--- src/rtl/mem_arbiter_pkg.sv ---
// rtl/mem_arbiter_pkg.sv - shared encodings, IDs and widths for the memory arbiter
package mem_arbiter_pkg;

  localparam int ADDR_WID       = 32;
  localparam int DATA_WID       = 32;
  localparam int MC_LEN_WID     = 7;
  localparam int LINE_BYTES_DEF = 64;
  localparam int MAX_STREAK_DEF = 4;

  localparam int NUM_REQ = 3;
  localparam int REQ_IF  = 0;
  localparam int REQ_LD  = 1;
  localparam int REQ_ST  = 2;

  typedef enum logic [2:0] {
    ARB_IDLE,
    ARB_IF,
    ARB_LD,
    ARB_ST,
    ARB_DRAIN
  } arb_state_t;

endpackage

--- src/rtl/arb_priority_pick.sv ---
// rtl/arb_priority_pick.sv - one-hot grant: ST > LD > IF, IF forced once the streak saturates
module arb_priority_pick
  import mem_arbiter_pkg::*;
(
  input  logic [NUM_REQ-1:0] req,
  input  logic               streak_sat,
  output logic [NUM_REQ-1:0] grant
);

  always_comb begin
    grant = '0;
    if (streak_sat && req[REQ_IF]) grant[REQ_IF] = 1'b1;
    else if (req[REQ_ST])          grant[REQ_ST] = 1'b1;
    else if (req[REQ_LD])          grant[REQ_LD] = 1'b1;
    else if (req[REQ_IF])          grant[REQ_IF] = 1'b1;
  end

endmodule

--- src/rtl/mem_arbiter.sv ---
// rtl/mem_arbiter.sv - shares one memory controller port between line fetch, load and store
module mem_arbiter
  import mem_arbiter_pkg::*;
#(
  parameter int LINE_BYTES = LINE_BYTES_DEF,
  parameter int MAX_STREAK = MAX_STREAK_DEF
) (
  input  logic                    clk,
  input  logic                    rst,
  input  logic                    rdy,
  input  logic                    rollback,
  input  logic                    if_req,
  input  logic [ADDR_WID-1:0]     if_addr,
  output logic                    if_done,
  output logic [LINE_BYTES*8-1:0] if_line,
  input  logic                    ld_req,
  input  logic [ADDR_WID-1:0]     ld_addr,
  input  logic [2:0]              ld_len,
  output logic                    ld_done,
  output logic [DATA_WID-1:0]     ld_data,
  input  logic                    st_req,
  input  logic [ADDR_WID-1:0]     st_addr,
  input  logic [2:0]              st_len,
  input  logic [DATA_WID-1:0]     st_data,
  output logic                    st_done,
  output logic                    mc_en,
  output logic                    mc_wr,
  output logic                    mc_is_if,
  output logic [ADDR_WID-1:0]     mc_addr,
  output logic [MC_LEN_WID-1:0]   mc_len,
  output logic [DATA_WID-1:0]     mc_wdata,
  input  logic                    mc_done,
  input  logic [DATA_WID-1:0]     mc_rdata,
  input  logic [LINE_BYTES*8-1:0] mc_line
);

  localparam int STREAK_W = $clog2(MAX_STREAK + 1);

  arb_state_t state, state_d;
  logic [STREAK_W-1:0] streak, streak_d;
  logic [NUM_REQ-1:0]  grant;
  logic                streak_sat;

  logic                    if_done_d, ld_done_d, st_done_d;
  logic [LINE_BYTES*8-1:0] if_line_d;
  logic [DATA_WID-1:0]     ld_data_d;
  logic                    mc_en_d, mc_wr_d, mc_is_if_d;
  logic [ADDR_WID-1:0]     mc_addr_d;
  logic [MC_LEN_WID-1:0]   mc_len_d;
  logic [DATA_WID-1:0]     mc_wdata_d;

  assign streak_sat = (streak == STREAK_W'(MAX_STREAK));

  arb_priority_pick u_pick (
    .req        ({st_req, ld_req, if_req}),
    .streak_sat (streak_sat),
    .grant      (grant)
  );

  always_comb begin
    state_d    = state;
    streak_d   = streak;
    if_done_d  = if_done;
    ld_done_d  = ld_done;
    st_done_d  = st_done;
    if_line_d  = if_line;
    ld_data_d  = ld_data;
    mc_en_d    = mc_en;
    mc_wr_d    = mc_wr;
    mc_is_if_d = mc_is_if;
    mc_addr_d  = mc_addr;
    mc_len_d   = mc_len;
    mc_wdata_d = mc_wdata;

    case (state)
      ARB_IDLE: begin
        if (!if_req) streak_d = '0;
        // A done pulse from last cycle costs one idle turnaround before the next grant
        if (if_done || ld_done || st_done) begin
          if_done_d = 1'b0;
          ld_done_d = 1'b0;
          st_done_d = 1'b0;
        end else if (!rollback && (grant != '0)) begin
          mc_en_d = 1'b1;
          if (grant[REQ_IF]) begin
            mc_wr_d    = 1'b0;
            mc_is_if_d = 1'b1;
            mc_addr_d  = if_addr;
            mc_len_d   = MC_LEN_WID'(LINE_BYTES);
            mc_wdata_d = '0;
            streak_d   = '0;
            state_d    = ARB_IF;
          end else begin
            if (if_req && !streak_sat) streak_d = streak + STREAK_W'(1);
            mc_is_if_d = 1'b0;
            if (grant[REQ_ST]) begin
              mc_wr_d    = 1'b1;
              mc_addr_d  = st_addr;
              mc_len_d   = MC_LEN_WID'(st_len);
              mc_wdata_d = st_data;
              state_d    = ARB_ST;
            end else begin
              mc_wr_d    = 1'b0;
              mc_addr_d  = ld_addr;
              mc_len_d   = MC_LEN_WID'(ld_len);
              mc_wdata_d = '0;
              state_d    = ARB_LD;
            end
          end
        end
      end
      ARB_IF, ARB_LD: begin
        if (rollback) begin
          if (mc_done) begin
            mc_en_d = 1'b0;
            state_d = ARB_IDLE;
          end else begin
            state_d = ARB_DRAIN;
          end
        end else if (mc_done) begin
          mc_en_d = 1'b0;
          state_d = ARB_IDLE;
          if (state == ARB_IF) begin
            if_done_d = 1'b1;
            if_line_d = mc_line;
          end else begin
            ld_done_d = 1'b1;
            ld_data_d = mc_rdata;
          end
        end
      end
      ARB_ST: begin
        // Stores are already committed, so rollback does not cancel them
        if (mc_done) begin
          mc_en_d   = 1'b0;
          st_done_d = 1'b1;
          state_d   = ARB_IDLE;
        end
      end
      ARB_DRAIN: begin
        if (mc_done) begin
          mc_en_d = 1'b0;
          state_d = ARB_IDLE;
        end
      end
      default: begin
        mc_en_d = 1'b0;
        state_d = ARB_IDLE;
      end
    endcase

    if (rollback) streak_d = '0;
  end

  always_ff @(posedge clk or negedge rst) begin
    if (!rst) begin
      state    <= ARB_IDLE;
      streak   <= '0;
      if_done  <= 1'b0;
      ld_done  <= 1'b0;
      st_done  <= 1'b0;
      if_line  <= '0;
      ld_data  <= '0;
      mc_en    <= 1'b0;
      mc_wr    <= 1'b0;
      mc_is_if <= 1'b0;
      mc_addr  <= '0;
      mc_len   <= '0;
      mc_wdata <= '0;
    end else if (rdy) begin
      state    <= state_d;
      streak   <= streak_d;
      if_done  <= if_done_d;
      ld_done  <= ld_done_d;
      st_done  <= st_done_d;
      if_line  <= if_line_d;
      ld_data  <= ld_data_d;
      mc_en    <= mc_en_d;
      mc_wr    <= mc_wr_d;
      mc_is_if <= mc_is_if_d;
      mc_addr  <= mc_addr_d;
      mc_len   <= mc_len_d;
      mc_wdata <= mc_wdata_d;
    end
  end

endmodule
--- config.mk ---
export PLATFORM = sky130hd
export DESIGN_NAME = mem_arbiter
export DESIGN_NICKNAME = d
export VERILOG_FILES = /design/src/rtl/mem_arbiter_pkg.sv /design/src/rtl/arb_priority_pick.sv /design/src/rtl/mem_arbiter.sv
export SDC_FILE = /design/constraint.sdc
export NUM_CORES = 1
export LEC_CHECK = 0
export CORE_AREA = 2 2 511 513
export CTS_BUF_LIST = sky130_fd_sc_hd__clkbuf_4
export DETAILED_ROUTE_END_ITERATION = 10
export DIE_AREA = 0 0 513 515
export GPL_ROUTABILITY_DRIVEN = 0
export SLEW_MARGIN = 40
export SYNTH_ARGS = -nofsm -noshare
export SYNTH_HDL_FRONTEND = slang
export SYNTH_HIERARCHICAL = 1
export SYNTH_SLANG_ARGS = --single-unit
--- constraint.sdc ---
create_clock -name clk -period 3.75 [get_ports clk]
set_clock_uncertainty 0.2 [all_clocks]
set_input_delay 0.75 -clock clk [delete_from_list [all_inputs] [get_ports clk]]
set_output_delay 0.75 -clock clk [all_outputs]
set_load 0.1 [all_outputs]
# ---- Word-level counts from Yosys, hierarchy flattened
# Index checks and enable logic that the tools add are counted.
dict set report totals {
  elab_cells 101
  regBits 627
  in_bits 686
  output_inout_bits 621
}
dict set report classes {
  n_reduce_logical 24
  mux 46
  eq_ne 14
  n_bitwise 3
  n_addsub 1
}
# cell count
set ops {}
lappend ops {{two-way mux 32 bit} 4}
lappend ops {{two-way mux 3 bit} 13}
lappend ops {{two-way mux 1 bit} 20}
lappend ops {{!= test 2 bit (second input constant)} 8}
lappend ops {{AND reduction 4 bit} 3}
lappend ops {{AND reduction 6 bit} 2}
lappend ops {{AND reduction 5 bit} 2}
lappend ops {{case mux 3 bit (3 select lines)} 1}
lappend ops {{case mux 1 bit (2 select lines)} 4}
lappend ops {{two-way mux 7 bit} 1}
lappend ops {{== test 3 x 2 -> 1 bit (second input constant)} 2}
lappend ops {{== test 3 bit (second input constant)} 2}
lappend ops {{two-way mux 2 bit} 3}
lappend ops {{nonzero test 2 bit} 3}
lappend ops {{OR reduction 2 bit} 2}
lappend ops {{OR reduction 4 bit} 1}
lappend ops {{adder 3 x 1 -> 3 bit (second input constant)} 1}
lappend ops {{== test 3 x 1 -> 1 bit (second input constant)} 1}
lappend ops {{logical AND 1 bit} 3}
lappend ops {{logical NOT 3 bit} 1}
lappend ops {{NOT 1 bit} 3}
lappend ops {{AND reduction 3 bit} 1}
lappend ops {{nonzero test 3 bit} 1}
lappend ops {{logical NOT 1 bit} 2}
lappend ops {{3 further kinds} 4}

# ---- Longest topological paths before layout
dict set report logic_depth {
  ltp_word 10
  mapped_depth 11
}

# ---- By module
# Netlist, hierarchy kept.
# module cells_each area_per_inst_um2 n_inst seq_area_each_um2
set modules_own_cells {}
lappend modules_own_cells {mem_arbiter 1605 24347.1 1 15590.0}
lappend modules_own_cells {arb_priority_pick 5 38.8 1 0.0}

# ---- Worst setup path after synthesis
# No wires, ideal clock.
dict set report synth_path {
  path_kind {register to register}
  start {reg streak[0]}
  end {reg mc_len[6]}
  t_required_ns 3.424
  stages_incl_launch_ff 10
  setup_time_ns 0.126
  arrival_ns 2.250
  setup_slack_ns 1.174
  cell_sequence {dfrtp_1 -> inv_1 -> ha_1 -> nand2_1 -> inv_1 -> o21a_1 -> clkbuf_1 -> o311ai_2 -> buf_2 -> mux2_2}
}
dict set report synth_between {
  elab_chain_len 6
}
# element line
set synth_lines {}
lappend synth_lines {{from (decl)} mem_arbiter.sv:40} ;# logic [STREAK_W-1:0] streak, streak_d;
lappend synth_lines {{from (signal assigned)} mem_arbiter.sv:172} ;# streak <= streak_d;
lappend synth_lines {{== test 3 bit (*)} mem_arbiter.sv:52} ;# assign streak_sat = (streak == STREAK_W'(MAX_STREAK));
lappend synth_lines {{net streak_sat} mem_arbiter.sv:42} ;# logic streak_sat;
lappend synth_lines {{logical AND 1 bit (*)} arb_priority_pick.sv:12} ;# if (streak_sat && req[REQ_IF]) grant[REQ_IF] = 1'b1;
lappend synth_lines {{two-way mux 1 bit (*)} arb_priority_pick.sv:12}
lappend synth_lines {{net grant[0]} mem_arbiter.sv:41} ;# logic [NUM_REQ-1:0] grant;
lappend synth_lines {{nonzero test 3 bit} mem_arbiter.sv:83} ;# end else if (!rollback && (grant != '0)) begin
lappend synth_lines {{logical AND 1 bit} mem_arbiter.sv:83}
lappend synth_lines {{AND reduction 4 bit (no source line)} n/a}
lappend synth_lines {{to (signal assigned)} mem_arbiter.sv:182} ;# mc_len <= mc_len_d;
lappend synth_lines {{to (decl)} mem_arbiter.sv:30} ;# output logic [MC_LEN_WID-1:0] mc_len,
# The timed path passes the listed nets; every way through them passes the cells marked *.
# A chain may end at the register's enable or synchronous reset.

# ---- Worst setup path in the final report
dict set report layout_path {
  start {reg streak[0]}
  end {reg mc_addr[1]}
}
dict set report layout_between {
  elab_chain_len 6
}
# element line
set layout_lines {}
lappend layout_lines {{== test 3 bit (*)} mem_arbiter.sv:52}
lappend layout_lines {{net streak_sat} mem_arbiter.sv:42}
lappend layout_lines {{logical AND 1 bit (*)} arb_priority_pick.sv:12}
lappend layout_lines {{two-way mux 2 bit (*)} arb_priority_pick.sv:12}
lappend layout_lines {{net grant[2]} mem_arbiter.sv:41}
lappend layout_lines {{nonzero test 3 bit} mem_arbiter.sv:83}
lappend layout_lines {{logical AND 1 bit} mem_arbiter.sv:83}
lappend layout_lines {{AND reduction 4 bit (no source line)} n/a}
lappend layout_lines {{to (signal assigned)} mem_arbiter.sv:181} ;# mc_addr <= mc_addr_d;
lappend layout_lines {{to (decl)} mem_arbiter.sv:29} ;# output logic [ADDR_WID-1:0] mc_addr,
# Marked as above.

==> impl_metrics.toml <==
[yosys]
synth_area_leaders = "dfrtp_1, mux2_1, mux2_2"
synth_area_um2 = 24400
yosys-top-cells-count = "dfrtp_1, mux2_1, nand2_1"
synth_top_cell_area_share_pct = 63.9
async_flop_share_pct = 100
yosysWarnings = 6
synth_area_leader_cell = "dfrtp_1"
yosysUniqueCellTypes = 48
syn-mean-instance-area_um2 = 15.1
yosys_most_used_dff = "dfrtp_1"
seq_area_frac_synth_pct = 63.9
synth_edf_count = 0
ys_ff_latch = 623
netlist_instances = 1610
synth_most_common_cell = "dfrtp_1"

[route]
drt_iter0_markers = 917
wl_per_cell_um = 28.7
wirelength_um = 213000
dr.pass1.iters = 4
drc = 0
antenna_left = 0
vias = 23800
via_per_inst = 3.21

[clock_network]
clock-root-buffer = "clkbuf_4"
cts.sinks = 623
cts_tree = "built"
clk_path_buf_depth = 4
cts_resized = 0
path_clk_slew_ns = 0.07
cts_buffers = 195
h-tree-depth = 4
insertion_delay_ns = 1.25

[critical_path]
r2r_start = "streak[0]"
cp-end-kind = "flip-flop"
worst-setup-path-type = "flip-flop to flip-flop"
worst-path-max-fanout = 23
cp_num_buf_inv = 5
slowest_stage = "dlygate4sd3_1"
critPathLaunchType = "flip-flop"
slowest_delay_ns = 0.58
timing.rr.end = "mc_addr[1]"
r2r_slack_ns = 0.42
reg2reg_depth = 12
critPathArrivalTime_ns = 4.18
cpLargestDelayFamily = "buffers and inverters"
required_ns = 4.59
path_cells = "inv_1 -> ha_1 -> nand2_1 -> inv_1 -> a21boi_4 -> buf_12 -> buf_12 -> mux2i_1 -> nor2_1 -> a21oi_1 -> dlygate4sd3_1 -> o21ai_0"

[hold_path]
min_to = "if_line[309]"
min_path_cells = 2
holdCritPathClass = "primary input to flip-flop"
hold_path.startpoint = "mc_line[309]"

[flow_run]
drv_cap = 0

[die]
rows = 187
die_x_um = 513
die_area_um2 = 264000
initial_utilization_pct = 9.43
die_h_um = 515
design.core.area_um2 = 259000
num_io_pins = 1307

[cells_and_area]
layout-drive-gt1-share_pct = 26.8
layout.cells.non_filler = 7405
fillCellCount = 28100
area_growth_pct = 99.8
num-nets-final = 4396
final_util_pct = 18.8

[global_routing]
antenna_found_initial = 360
first_global_vias = 24700
grt_overflow_total = 0
grt_usage_pct = 15.6
grt_pass1_wl_um = 266000
grt_max_degree = 95

[timing]
max_slew_margin_pct = 50.8
drv_slew = 0
hold_violations = 0
fin_crit_sh_pct = 88.9
tns_ns = 0
fin_crit_ns = 3.33
tightestPinTransition_ns = 0.743
max_freq_mhz = 300
holdWs_ns = 0.125
finalSetupViolCount = 0
rsz0062_at_grt = "no"

[place]
io_buffers = 1303
dp_cells = 6272
dp_hpwl_um = 184000

[outcome]
status = "completed"
[cells in the final DEF, fill, tap and decap left out, types with 4 or more instances in the layout]
cell / n
clkinv_2: 10
dfrtp_1: 623
mux2i_1: 35
dlygate4sd3_1: 640
buf_2: 185
buf_12: 22
inv_1: 8
nand2b_1: 4
clkdlybuf4s50_1: 684
mux2_2: 66
nand2_1: 108
nor2_1: 40
clkinv_1: 50
mux2_1: 480
buf_4: 463
o21ai_0: 69
a21oi_1: 33
diode_2: 164
clkbuf_4: 257
o31ai_1: 4
[flip-flops by register name, indices dropped and copies added (netlist names)]
| name | cells |
|---|---|
| if_line | 512 |
| ld_data | 32 |
| mc_addr | 32 |
| mc_wdata | 32 |
| mc_len | 4 |
| state | 3 |
| streak | 3 |
| if_done | 1 |
| ld_done | 1 |
| mc_en | 1 |
| mc_wr | 1 |
| st_done | 1 |
[worst max path at each step]
stage          startpoint           end  slack, ns  cells past startpoint
2_1_floorplan   streak[0]     mc_len[6]       1.17                      9
3_3_place_gp          rdy  if_line[260]       0.26                      8
3_5_place_dp          rdy  if_line[274]       0.24                      8
4_1_cts           ld_done       ld_done       0.22                      1
5_1_grt         streak[0]    mc_addr[2]       0.22                     12
6_report        streak[0]    mc_addr[1]       0.42                     12
[what timing repair did]
item                                   4_1_cts  5_1_grt
buffers inserted                             0        0
endpoints found under the hold margin     1235        0
hold buffers                               641        0
[logic make-up after synthesis]
logic type | after synthesis | share of synthesized area, %
buffers and inverters | 106 | 3.41
flip-flops | 623 | 63.9
other | 1 | 0.0154
AO/OA/AOI/OAI | 128 | 2.98
XOR/XNOR | 1 | 0.0359
AND/OR/NAND/NOR | 167 | 2.84
multiplexers | 581 | 26.6
adder cells (fa/ha/maj) | 3 | 0.144
[through the flow]
| step | setup WS, ns | cell area, um2 |
|---|---|---|
| 2_1_floorplan | 1.17 | 24400 |
| 3_3_place_gp | 0.261 | 40500 |
| 3_5_place_dp | 0.237 | 39600 |
| 4_1_cts | 0.216 | 48300 |
| 5_1_grt | 0.224 | 48500 |
| 6_report | 0.416 | 48700 |
[routing by layer]
| layer | global-route usage (%) | up-vias | part of all wire (%) |
|---|---|---|---|
| met3 | 9.82 | 578 | 14 |
| met1 | 17.9 | 11400 | 39 |
| met2 | 23.6 | 1457 | 42 |
| li1 | - | 10200 | - |
| met4 | 4.82 | 202 | 3.9 |
| met5 | 0 | - | 0.60 |
[final cells by class]
type / count / area, um2 / area share [%]
clock inverter: 71 / 348 / 0.714
timing repair buffer: 1996 / 18100 / 37.2
inverter: 9 / 33.8 / 0.0693
tap: 3402 / 4260 / 8.74
sequential: 623 / 15600 / 32.0
clock buffer: 257 / 1930 / 3.96
multi-input combinational: 883 / 8010 / 16.4
antenna: 164 / 410 / 0.842
Power is not shown: default switching activity piles up to over one toggle a cycle in this logic, so the estimate is an artifact.
